==> src/rtl/vga_pkg.sv <==
// Shared VGA stream widths, text-box geometry and the bundled stream type.
package vga_pkg;
  localparam int COUNT_W = 11;
  localparam int RGB_W   = 12;
  localparam int CHAR_W  = 8;
  localparam int CHAR_H  = 16;
  localparam int COLS    = 16;
  localparam int ROWS    = 16;

  typedef struct packed {
    logic [COUNT_W-1:0] vcount;
    logic               vsync;
    logic               vblnk;
    logic [COUNT_W-1:0] hcount;
    logic               hsync;
    logic               hblnk;
    logic [RGB_W-1:0]   rgb;
  } vga_if_t;
endpackage

==> src/rtl/delay.sv <==
// WIDTH x CLK_DEL shift register, cleared by asynchronous active-low reset.
// CLK_DEL = 0 degenerates to a plain wire.
module delay #(
  parameter int WIDTH   = 8,
  parameter int CLK_DEL = 1
) (
  input  logic             clk,
  input  logic             rst_n,
  input  logic [WIDTH-1:0] i_din,
  output logic [WIDTH-1:0] o_dout
);
  generate
    if (CLK_DEL == 0) begin : g_wire
      assign o_dout = i_din;
    end else begin : g_sr
      logic [WIDTH-1:0] r_sr [CLK_DEL];

      always_ff @(posedge clk or negedge rst_n) begin
        if (!rst_n) begin
          for (int i = 0; i < CLK_DEL; i++) r_sr[i] <= '0;
        end else begin
          r_sr[0] <= i_din;
          for (int i = 1; i < CLK_DEL; i++) r_sr[i] <= r_sr[i-1];
        end
      end

      assign o_dout = r_sr[CLK_DEL-1];
    end
  endgenerate
endmodule

==> src/rtl/draw_rect_char.sv <==
// Text-box overlay: addresses the char/font ROMs and paints set glyph pixels over the stream.
// Latency 2+CHAR_ROM_LAT+FONT_ROM_LAT; DRAW_RECT_CHAR_BG_EN fills unset box pixels with BG_COLOR.
module draw_rect_char
  import vga_pkg::*;
#(
  parameter int         X_POS        = 336,
  parameter int         Y_POS        = 172,
  parameter logic [11:0] TEXT_COLOR  = 12'hFFF,
  parameter logic [11:0] BG_COLOR    = 12'h222,
  parameter int         CHAR_ROM_LAT = 1,
  parameter int         FONT_ROM_LAT = 1
) (
  input  logic               clk,
  input  logic               rst_n,
  input  logic [COUNT_W-1:0] vcount_in,
  input  logic               vsync_in,
  input  logic               vblnk_in,
  input  logic [COUNT_W-1:0] hcount_in,
  input  logic               hsync_in,
  input  logic               hblnk_in,
  input  logic [RGB_W-1:0]   rgb_in,
  input  logic [7:0]         char_pixels,
  output logic [7:0]         char_xy,
  output logic [3:0]         char_line,
  output logic [COUNT_W-1:0] vcount_out,
  output logic               vsync_out,
  output logic               vblnk_out,
  output logic [COUNT_W-1:0] hcount_out,
  output logic               hsync_out,
  output logic               hblnk_out,
  output logic [RGB_W-1:0]   rgb_out
);
  localparam int L = 2 + CHAR_ROM_LAT + FONT_ROM_LAT;
  localparam logic [COUNT_W-1:0] X0    = COUNT_W'(X_POS);
  localparam logic [COUNT_W-1:0] Y0    = COUNT_W'(Y_POS);
  localparam logic [COUNT_W-1:0] BOX_W = COUNT_W'(COLS * CHAR_W);
  localparam logic [COUNT_W-1:0] BOX_H = COUNT_W'(ROWS * CHAR_H);

  generate
    if (X_POS + COLS * CHAR_W > 2047) begin : g_bad_x_pos
      $error("draw_rect_char: X_POS + 128 exceeds the 11-bit hcount range");
    end
  endgenerate

  logic [COUNT_W-1:0] w_relx, w_rely;
  logic               w_in_box;
  logic [7:0]         r_char_xy;
  logic [3:0]         r_line;
  logic [3:0]         r_box_px;
  logic [3:0]         w_box_px_d;
  vga_if_t            w_stream_in, w_stream_d, w_out, r_out;
  logic               w_bit, w_bg_en;

  // Left of / above the box the subtraction wraps high, so one unsigned compare per axis suffices.
  assign w_relx   = hcount_in - X0;
  assign w_rely   = vcount_in - Y0;
  assign w_in_box = (w_relx < BOX_W) && (w_rely < BOX_H);

  always_ff @(posedge clk or negedge rst_n) begin
    if (!rst_n) begin
      r_char_xy <= '0;
      r_line    <= '0;
      r_box_px  <= '0;
    end else if (w_in_box) begin
      r_char_xy <= {w_rely[7:4], w_relx[6:3]};
      r_line    <= w_rely[3:0];
      r_box_px  <= {1'b1, w_relx[2:0]};
    end else begin
      r_char_xy <= '0;
      r_line    <= '0;
      r_box_px  <= '0;
    end
  end

  assign w_stream_in = '{vcount: vcount_in, vsync: vsync_in, vblnk: vblnk_in,
                         hcount: hcount_in, hsync: hsync_in, hblnk: hblnk_in,
                         rgb: rgb_in};

  delay #(.WIDTH($bits(vga_if_t)), .CLK_DEL(L - 1)) u_stream_dly (
    .clk(clk), .rst_n(rst_n), .i_din(w_stream_in), .o_dout(w_stream_d));

  delay #(.WIDTH(4), .CLK_DEL(CHAR_ROM_LAT + FONT_ROM_LAT)) u_box_px_dly (
    .clk(clk), .rst_n(rst_n), .i_din(r_box_px), .o_dout(w_box_px_d));

  delay #(.WIDTH(4), .CLK_DEL(CHAR_ROM_LAT)) u_line_dly (
    .clk(clk), .rst_n(rst_n), .i_din(r_line), .o_dout(char_line));

`ifdef DRAW_RECT_CHAR_BG_EN
  assign w_bg_en = 1'b1;
`else
  assign w_bg_en = 1'b0;
`endif

  assign w_bit = char_pixels[3'd7 - w_box_px_d[2:0]];

  // Blanking wins over both text and background fill.
  always_comb begin
    w_out = w_stream_d;
    if (w_box_px_d[3] && !w_stream_d.hblnk && !w_stream_d.vblnk) begin
      if (w_bit)        w_out.rgb = TEXT_COLOR;
      else if (w_bg_en) w_out.rgb = BG_COLOR;
    end
  end

  always_ff @(posedge clk or negedge rst_n) begin
    if (!rst_n) r_out <= '0;
    else        r_out <= w_out;
  end

  assign char_xy    = r_char_xy;
  assign vcount_out = r_out.vcount;
  assign vsync_out  = r_out.vsync;
  assign vblnk_out  = r_out.vblnk;
  assign hcount_out = r_out.hcount;
  assign hsync_out  = r_out.hsync;
  assign hblnk_out  = r_out.hblnk;
  assign rgb_out    = r_out.rgb;
endmodule
==> config.mk <==
export PLATFORM = sky130hd
export DESIGN_NAME = draw_rect_char
export DESIGN_NICKNAME = d
export VERILOG_FILES = /design/src/rtl/vga_pkg.sv /design/src/rtl/delay.sv /design/src/rtl/draw_rect_char.sv
export SDC_FILE = /design/constraint.sdc
export NUM_CORES = 1
export LEC_CHECK = 0
export ABC_AREA = 1
export CAP_MARGIN = 25
export CORE_ASPECT_RATIO = 1.1
export CORE_MARGIN = 5
export CORE_UTILIZATION = 50
export DETAILED_ROUTE_END_ITERATION = 16
export PLACE_DENSITY_LB_ADDON = 0.05
export SYNTH_ARGS = -nofsm -noshare
export SYNTH_HDL_FRONTEND = slang
export SYNTH_SLANG_ARGS = --single-unit
export TNS_END_PERCENT = 1
==> constraint.sdc <==
create_clock -name clk -period 2.4 [get_ports clk]
set_input_delay 0.48 -clock clk [delete_from_list [all_inputs] [get_ports clk]]
set_output_delay 0.48 -clock clk [all_outputs]
set_load 0.1 [all_outputs]
# == Word level (Yosys, flattened, before mapping) ==
# Cells that the tools add are included.
# totals
register_bits,180
inputBits,48
output_inout_bits,50
elab_cells,34
# classes
add_sub_neg,3
order_cmp,3
muxes,7
n_reduce_logical,5
# ops
op,count
$mux W12,2
$lt A11 B8 Y1 const B,1
$lt A11 B9 Y1 const B,1
$sub A11 B8 Y11 const B,1
$sub A11 B9 Y11 const B,1
$mux W4,2
$mux W8,1
$lt A3 B4 Y1 const B,1
$bmux W1 S3,1
$logic_and A1 B1 Y1,3
$sub A3 B3 Y3 const A,1
$logic_not A1 Y1,2
$mux W1,1

# == Logic depth before layout (Yosys ltp) ==
# Gate-level depths: netlist (run 1).
# logic_depth
ltp_word,5
depth_mapped,12
mapped_depth_nobuf,11

# == Modules after synthesis ==
# A second synthesis (run 1) with hierarchy kept.
# unflattened
hier_cells,341
area_unflattened_um2,5469.0
# modules_own_cells
mod,n_inst,cells_each,area_each_um2,seq_area_each_um2
delay (u_stream_dly),1,152,3138.0,2852.7
draw_rect_char,1,173,2000.7,1351.3
delay (u_box_px_dly),1,12,230.2,200.2
delay (u_line_dly),1,4,100.1,100.1

# == Worst setup path before layout (run 1) ==
# No wires, ideal clock.
# synth_timing
kind,input -> register
start,in hcount_in[4]
end,"reg r_char_xy[6], in the netlist char_xy[6]"
setup_ns,0.068
arrival_ns,1.460
t_required_ns,2.332
slack_ns,0.873
cell_stages,11
n_path_buf,1
cell_sequence,inv_1 > ha_1 > inv_1 > nand2_1 > nand2_1 > nand2_1 > nand3_1 > nor2_4 > nand3_4 > buf_12 > nor2_4
# synth_via
elab_chain_len,4
# synth_lines
item,line,source
from (decl),draw_rect_char.sv:18,"input logic [COUNT_W-1:0] hcount_in,"
$sub A11 B9 Y11,draw_rect_char.sv:55,assign w_relx = hcount_in - X0;
$lt A11 B8 Y1,draw_rect_char.sv:57,assign w_in_box = (w_relx < BOX_W) && (w_rely < BOX_H);
$logic_and A1 B1 Y1,draw_rect_char.sv:57,
$mux W8,draw_rect_char.sv:64,end else if (w_in_box) begin
to (signal assigned),draw_rect_char.sv:65,"r_char_xy <= {w_rely[7:4], w_relx[6:3]};"
to (decl),draw_rect_char.sv:47,logic [7:0] r_char_xy;
# No other way between the ends.

# == Final worst setup path (run 1) ==
# layout_timing
start,in hcount_in[4]
end,"reg r_char_xy[1], in the netlist char_xy[1]"
# layout_via
elab_chain_len,4
# layout_lines
item,line
$sub A11 B9 Y11 (*),draw_rect_char.sv:55
$lt A11 B8 Y1,draw_rect_char.sv:57
$logic_and A1 B1 Y1,draw_rect_char.sv:57
$mux W8 (*),draw_rect_char.sv:64
# Every way passes the cells marked *; elsewhere a longest branch is shown, timed or not.

==> impl_results.md, run 1 <==
- Status: completed
- EDFF count, synth: 0
- Num Clock Sinks: 180
- Pin count of the biggest net entering global routing: 74
- Mean area per synthesized cell: about 17 sq um
- Largest delay contributor family on the critical path: buffers and inverters
- Ys flop type: dfrtp_1
- Wire per inst: ~13 um
- Syn-to-layout area delta: 31.63%
- Vias/cell: approximately 4.4
- Nature of the critical path startpoint: input pin
- Top cell type's share of synthesized area: 0.8740
- Post-Syn Instances: approximately 300
- Post-detail-place hpwl: 4.902 mm
- Initial antenna violation count: 0
- Leakage: around 0.0033 uW
- CP arrival: between 2 and 2.5 ns
- CP cell instances: clkdlybuf4s50_1, inv_1, ha_1, inv_1, nand2_1, nand2_1, nand2_1, nand2_1, nand2_1, nor2_4, nand3_4, buf_12, nor2_1
- HP Class: flip-flop to flip-flop
- Chip height: 116.5 um
- Die Wd: 106.8 um
- Commonest cells in the netlist: dfrtp_1, nand2_1, inv_1
- Most frequent cell after synthesis: dfrtp_1
- Cell taking the most area after synthesis: dfrtp_1
- Tmin final: approximately 1.7 ns
- Hold Vio Cnt, Final: 0
- Worst skew pair latency: ~0.52 ns
- First-pass GRT wire length: about 13 mm
- GR Util All Layers: 0.1389
- Crit path top cell by count: nand2_1
- GP Congestion: between 0.7 and 0.8
- Worst path required time: about 2.8 ns
- CTS tree: done
- WHS Path Cells: 0
- CP max-delay cell: clkdlybuf4s50_1
- IO Port Bufs: slightly below 100
- Worst Hold Path EP: u_box_px_dly.g_sr.r_sr[7]$_DFF_PN0_
- Layout cells sized above 1: 0.2419
- Reg2reg end: rgb_out[7]$_DFF_PN0_
- PD cells: approximately 940 nW/um^2
- IO Pins: 98
- Number of routed nets with antenna violations: 0
- Max-slew headroom: 0.6290
- Worst setup path startpoint: hcount_in[4]
- R2R Path Start: u_box_px_dly.o_dout[0]$_DFF_PN0_
- Final worst setup slack: approximately 0.7 ns
- Setup crit end kind: flip-flop
- Fin nets: between 400 and 500
- Post-CTS Setup Inserts: 0
- FF-to-FF path depth: 6
- Num rows: 38
- Via count: 2435
- Max-Cap Viols: 0
- Syn_nets: approximately 350
- Area of the die: roughly 12000 sq um
- Total core area: 9985 sq um
- Distinct cells, synth: 24
- Seq/Total Area, Yosys: 0.8740
- Measured slew at the worst slew-check pin: between 0.5 and 0.6 ns
- Synth warn: 0
- RSZ-0062 raised after global routing: no
- DR iter-0 viols: between 60 and 70
- Worst reg-to-reg setup slack: approximately 1 ns
- Vias in the first global route: roughly 2.6k
- CP Max Fanout: 16
- Fillers: ~740
- Skew final: about 0.0055 ns
- Buffer depth of the longest clock path: 2
- Clock transition at the registers of the reported paths: about 0.06 ns
- Ranking of synthesized cells by area: dfrtp_1, nand2_1, inv_1, nor2_4, xor2_1
- Fmax: 593.6 MHz
- Worst stage delay on the critical path: 0.52 ns
- Min-delay src: r_box_px[3]$_DFF_PN0_
- H-Tree Depth: 4
- CTS resizes: 0
- GRT overflow: 0
- Slew Viols, Final: 0
- #FFs+latches synth: 180
- DRT Wirelength: approximately 7.4 mm
- Crit path buffers/inverters: 4
- Finish-stage setup viols: 0
- Initial core utilization: 0.5162
- Period utilization: 0.7020
- Pre-antenna DRT Iters: 4
- Max VDD drop: 0.4656 mV
- CTS Buf Count: 17
- Cell area after synthesis: between 5000 and 6000 sq um
- Post-Route Setup TNS: 0 ns
- WS Path Type: input pin to flip-flop
- DRC errors left: 0
- Root Buffer: clkbuf_8
- Share of async-settable or async-resettable flops after synthesis: 1.000
- Ant. Diodes: 0
- Pre-CTS WS: about 0.18 ns
[layer usage]
layer  track usage  up-vias  share of wire
met5             0        -              0
met3       0.05860       19          0.072
met1        0.1681     1198           0.40
met4       0.08269        0          0.025
li1              -     1138              -
met2        0.2107       80           0.50
[worst max-delay path by stage]
stage / end / slack, ns / cells past startpoint
2_1_floorplan: char_xy[6]$_DFF_PN0_ / 0.87 / 11
3_3_place_gp: r_line[3]$_DFF_PN0_ / 0.27 / 13
3_5_place_dp: char_xy[1]$_DFF_PN0_ / 0.18 / 13
4_1_cts: char_xy[1] / 0.70 / 1
5_1_grt: char_xy[1]$_DFF_PN0_ / 0.57 / 13
6_report: char_xy[1]$_DFF_PN0_ / 0.72 / 13
[final cells by class]
type	count	area (sq um)	share of cell area
timing repair buffer	103	934.6	0.1378
multi-input combinational	81	489.2	0.07211
clock buffer	21	439.2	0.06474
tap	120	150.1	0.02213
clock inverter	9	131.4	0.01937
inverter	36	135.1	0.01992
sequential	180	4504	0.6640
[sequential cells by signal (all words and copies together) (netlist names), 4 cells and up]
name	flops
char_xy	8
hcount_out	11
r_box_px	4
r_line	4
rgb_out	12
u_box_px_dly.g_sr.r_sr	4
u_box_px_dly.o_dout	4
u_line_dly.o_dout	4
u_stream_dly.g_sr.r_sr	76
u_stream_dly.o_dout	38
vcount_out	11
[repair_timing]
item | CTS | global route
endpoints found under the hold margin | 69 | 0
hold buffers | 1 | 0
endpoints found under the setup margin | 0 | 0
[placed cells by master, fill, tap and decap left out, types with 2 or more instances in the layout]
| cell | count |
|---|---|
| inv_2 | 3 |
| xor2_1 | 5 |
| nor2_4 | 10 |
| clkbuf_1 | 3 |
| buf_4 | 52 |
| nor2_1 | 9 |
| clkdlybuf4s50_1 | 46 |
| dfrtp_1 | 180 |
| buf_12 | 3 |
| ha_1 | 2 |
| nand2_1 | 35 |
| nor2_2 | 2 |
| clkinvlp_4 | 3 |
| nand3_2 | 2 |
| inv_1 | 33 |
| bufinv_16 | 3 |
| a21oi_1 | 2 |
| clkinv_2 | 2 |
| nand2_2 | 2 |
| clkbuf_8 | 3 |
| o21ai_0 | 3 |
| clkbuf_16 | 16 |
[report_power, final]
part	switching, uW	internal (uW)	total (uW)
clock	1020	1600	2620
sequential	36.3	3170	3200
combinational	393	146	539
total	1450	4910	6360
[kinds of logic after synthesis]
group | Yosys count | share of synthesized area
compound gates | 10 | 0.01165
fa+ha+maj | 2 | 0.004855
xor+xnor | 5 | 0.008497
buf+inv | 38 | 0.03107
simple gates | 64 | 0.06992
flops | 180 | 0.8740
[stage by stage]
stage	hold WS (ns)	power (uW)	instance area, sq um	utilization	instances
after floorplan	0.1844	3564	5154	-	299
after global placement	0.3315	3792	6203	0.6213	519
after detailed placement	0.3347	3807	6203	0.6213	519
after CTS	0.3452	6460	6784	0.6794	550
after global routing	0.3511	6648	6784	0.6794	550
final	0.3435	6364	6784	0.6794	550
[worst register-to-register path: stages, from the launching register on]
cell	delay [ns]
dfrtp_1	0.44
o211ai_1	0.19
o21ai_0	0.11
nand2_1	0.06
nand2_1	0.05
nand2_1	0.28
nand2_1	0.11
No activity file was read; power rests on OpenSTA's default activity.
==> run 2, diff against run 1 <==
Clock period 2.4 ns to 1.59 ns, I/O delays scaled along.
==> impl_results.md, run 2 (same netlist as run 1, synthesis figures left out) <==
- PD cells: between 1000 and 1500 nW/um^2
- Post-detail-place hpwl: roughly 5.4 mm
- Ant. Diodes: 0
- GRT overflow: 0
- Min-delay src: hcount_in[4]
- Setup crit end kind: flip-flop
- Leakage: 0.003636 uW
- Number of routed nets with antenna violations: 0
- CTS tree: done
- Num rows: 38
- Initial antenna violation count: 0
- Initial core utilization: 0.5162
- Tmin final: 1.480 ns
- Buffer depth of the longest clock path: 2
- Largest Register: u_stream_dly.g_sr.r_sr
- Finish-stage setup viols: 0
- Period utilization: 0.9307
- Max-Cap Viols: 0
- Fmax: roughly 680 MHz
- Worst path required time: ~2 ns
- Wire per inst: ~14 um
- Vias/cell: approximately 4.4
- Worst skew pair latency: slightly above 0.5 ns
- Pre-antenna DRT Iters: 4
- Pin count of the biggest net entering global routing: between 40 and 50
- Syn-to-layout area delta: 47.34%
- DR iter-0 viols: just under 60
- GR Util All Layers: 0.1472
- DRT Wirelength: around 7.9 mm
- DRC errors left: 0
- CTS Buf Count: 17
- Measured slew at the worst slew-check pin: slightly below 0.4 ns
- Vias in the first global route: 2780
- Clock transition at the registers of the reported paths: about 0.060 ns
- Status: completed
- Fin nets: around 500
- CP arrival: 1.92 ns
- Max-slew headroom: 0.7378
- IO Pins: 98
- Largest register FFs: 76
- Max VDD drop: 0.8845 mV
- Root Buffer: clkbuf_8
- Worst hold margin: 0.06895 ns
- Skew final: between 0.007 and 0.008 ns
- Worst setup path startpoint: hcount_in[5]
- Post-Route Setup TNS: 0 ns
- Commonest non-fill, non-tap cell in the layout: dfrtp_1
- Num Clock Sinks: 180
- Total core area: roughly 10000 sq um
- Area of the die: about 12000 sq um
- Slew Viols, Final: 0
- Final instance area: between 7000 and 8000 sq um
- CP Max Fanout: 5
- Nature of the critical path startpoint: input pin
- Most frequent cells in the layout: dfrtp_1, buf_12, clkdlybuf4s50_1
- HP Class: input pin to flip-flop
- IO Port Bufs: a little under 100
- Cell Area, Placed: between 6000 and 7000 sq um
- R2R Path Start: u_box_px_dly.o_dout[0]$_DFF_PN0_
- GP Congestion: slightly below 0.8
- H-Tree Depth: 4
- Die Wd: roughly 110 um
- Hold Vio Cnt, Final: 0
- Layout cells sized above 1: 0.2927
- Via count: about 2.5k
- Chip height: between 100 and 150 um
- RSZ-0062 raised after global routing: no
- First-pass GRT wire length: 13.54 mm
- WS Path Type: input pin to flip-flop
[run 2: changes by cell type in the layout (fill, tap and decap cells not counted), moves of 3 or more]
cell,before,now
inv_6,0,3
buf_4,52,19
clkinv_4,1,5
buf_12,3,54
[run 2: final cells by class]
type	instances	area, sq um
Multi-Input combinational cell	81	501.7
Fill cell	578	2391
Timing Repair Buffer	123	1747
Tap cell	120	150.1
Sequential cell	180	4504
Clock inverter	12	123.9
Inverter	36	135.1
Clock buffer	19	431.7
[run 2: power by group]
part	total [uW]	switching, uW	internal, uW
Clock	3790	1650	2150
Combinational	992	607	385
Sequential	4860	83.7	4780
Total	9650	2340	7310
[run 2: per-stage QoR]
stage	setup WS, ns	utilization	total power [uW]	cells
floorplan	0.2246	-	5380	299
global placement	-0.3104	0.6987	5922	537
detailed placement	-0.4270	0.6987	5949	537
CTS	0.1202	0.7554	9786	569
global route	0.02944	0.7605	10070	571
finish	0.1103	0.7605	9647	571
[run 2: worst paths after layout]
kind / to / slack, ns / cells after the start
setup / recovery: char_xy[6]$_DFF_PN0_ / 0.11 / 13
hold / removal: u_stream_dly.g_sr.r_sr[94]$_DFF_PN0_ / 0.07 / 2
setup reg to reg: rgb_out[2]$_DFF_PN0_ / 0.26 / 7
hold reg to reg: hcount_out[3]$_DFF_PN0_ / 0.34 / 0
max in group asynchronous: u_stream_dly.g_sr.r_sr[40]$_DFF_PN0_ / 0.71 / 3
min in group asynchronous: vsync_out$_DFF_PN0_ / 0.32 / 2
[run 2: metal layers]
metal / routed length (um) / vias up / GRT usage
met2: 4062 / 77 / 0.2301
met1: 3222 / 1210 / 0.1785
met4: 199 / 0 / 0.08099
met5: 0 / - / 0
li1: - / 1183 / -
met3: 446 / 15 / 0.05694
[run 2: timing repair]
| action | in CTS | in global routing |
|---|---|---|
| endpoints found under the setup margin | 0 | 18 |
| hold buffers | 1 | 0 |
| setup buffers | 0 | 1 |
| hold endpoints to repair | 43 | 0 |
| gates resized for setup | 0 | 7 |
[run 2: worst max-delay path, stage by stage]
cell	delay, ns
clkdlybuf4s50_1	0.47
inv_1	0.05
ha_2	0.17
inv_1	0.05
nand2_1	0.07
nand2_1	0.06
nand2_1	0.04
nand2_1	0.07
nand2_2	0.07
nor2_4	0.14
nand3_4	0.14
clkbuf_16	0.20
nor2_4	0.07
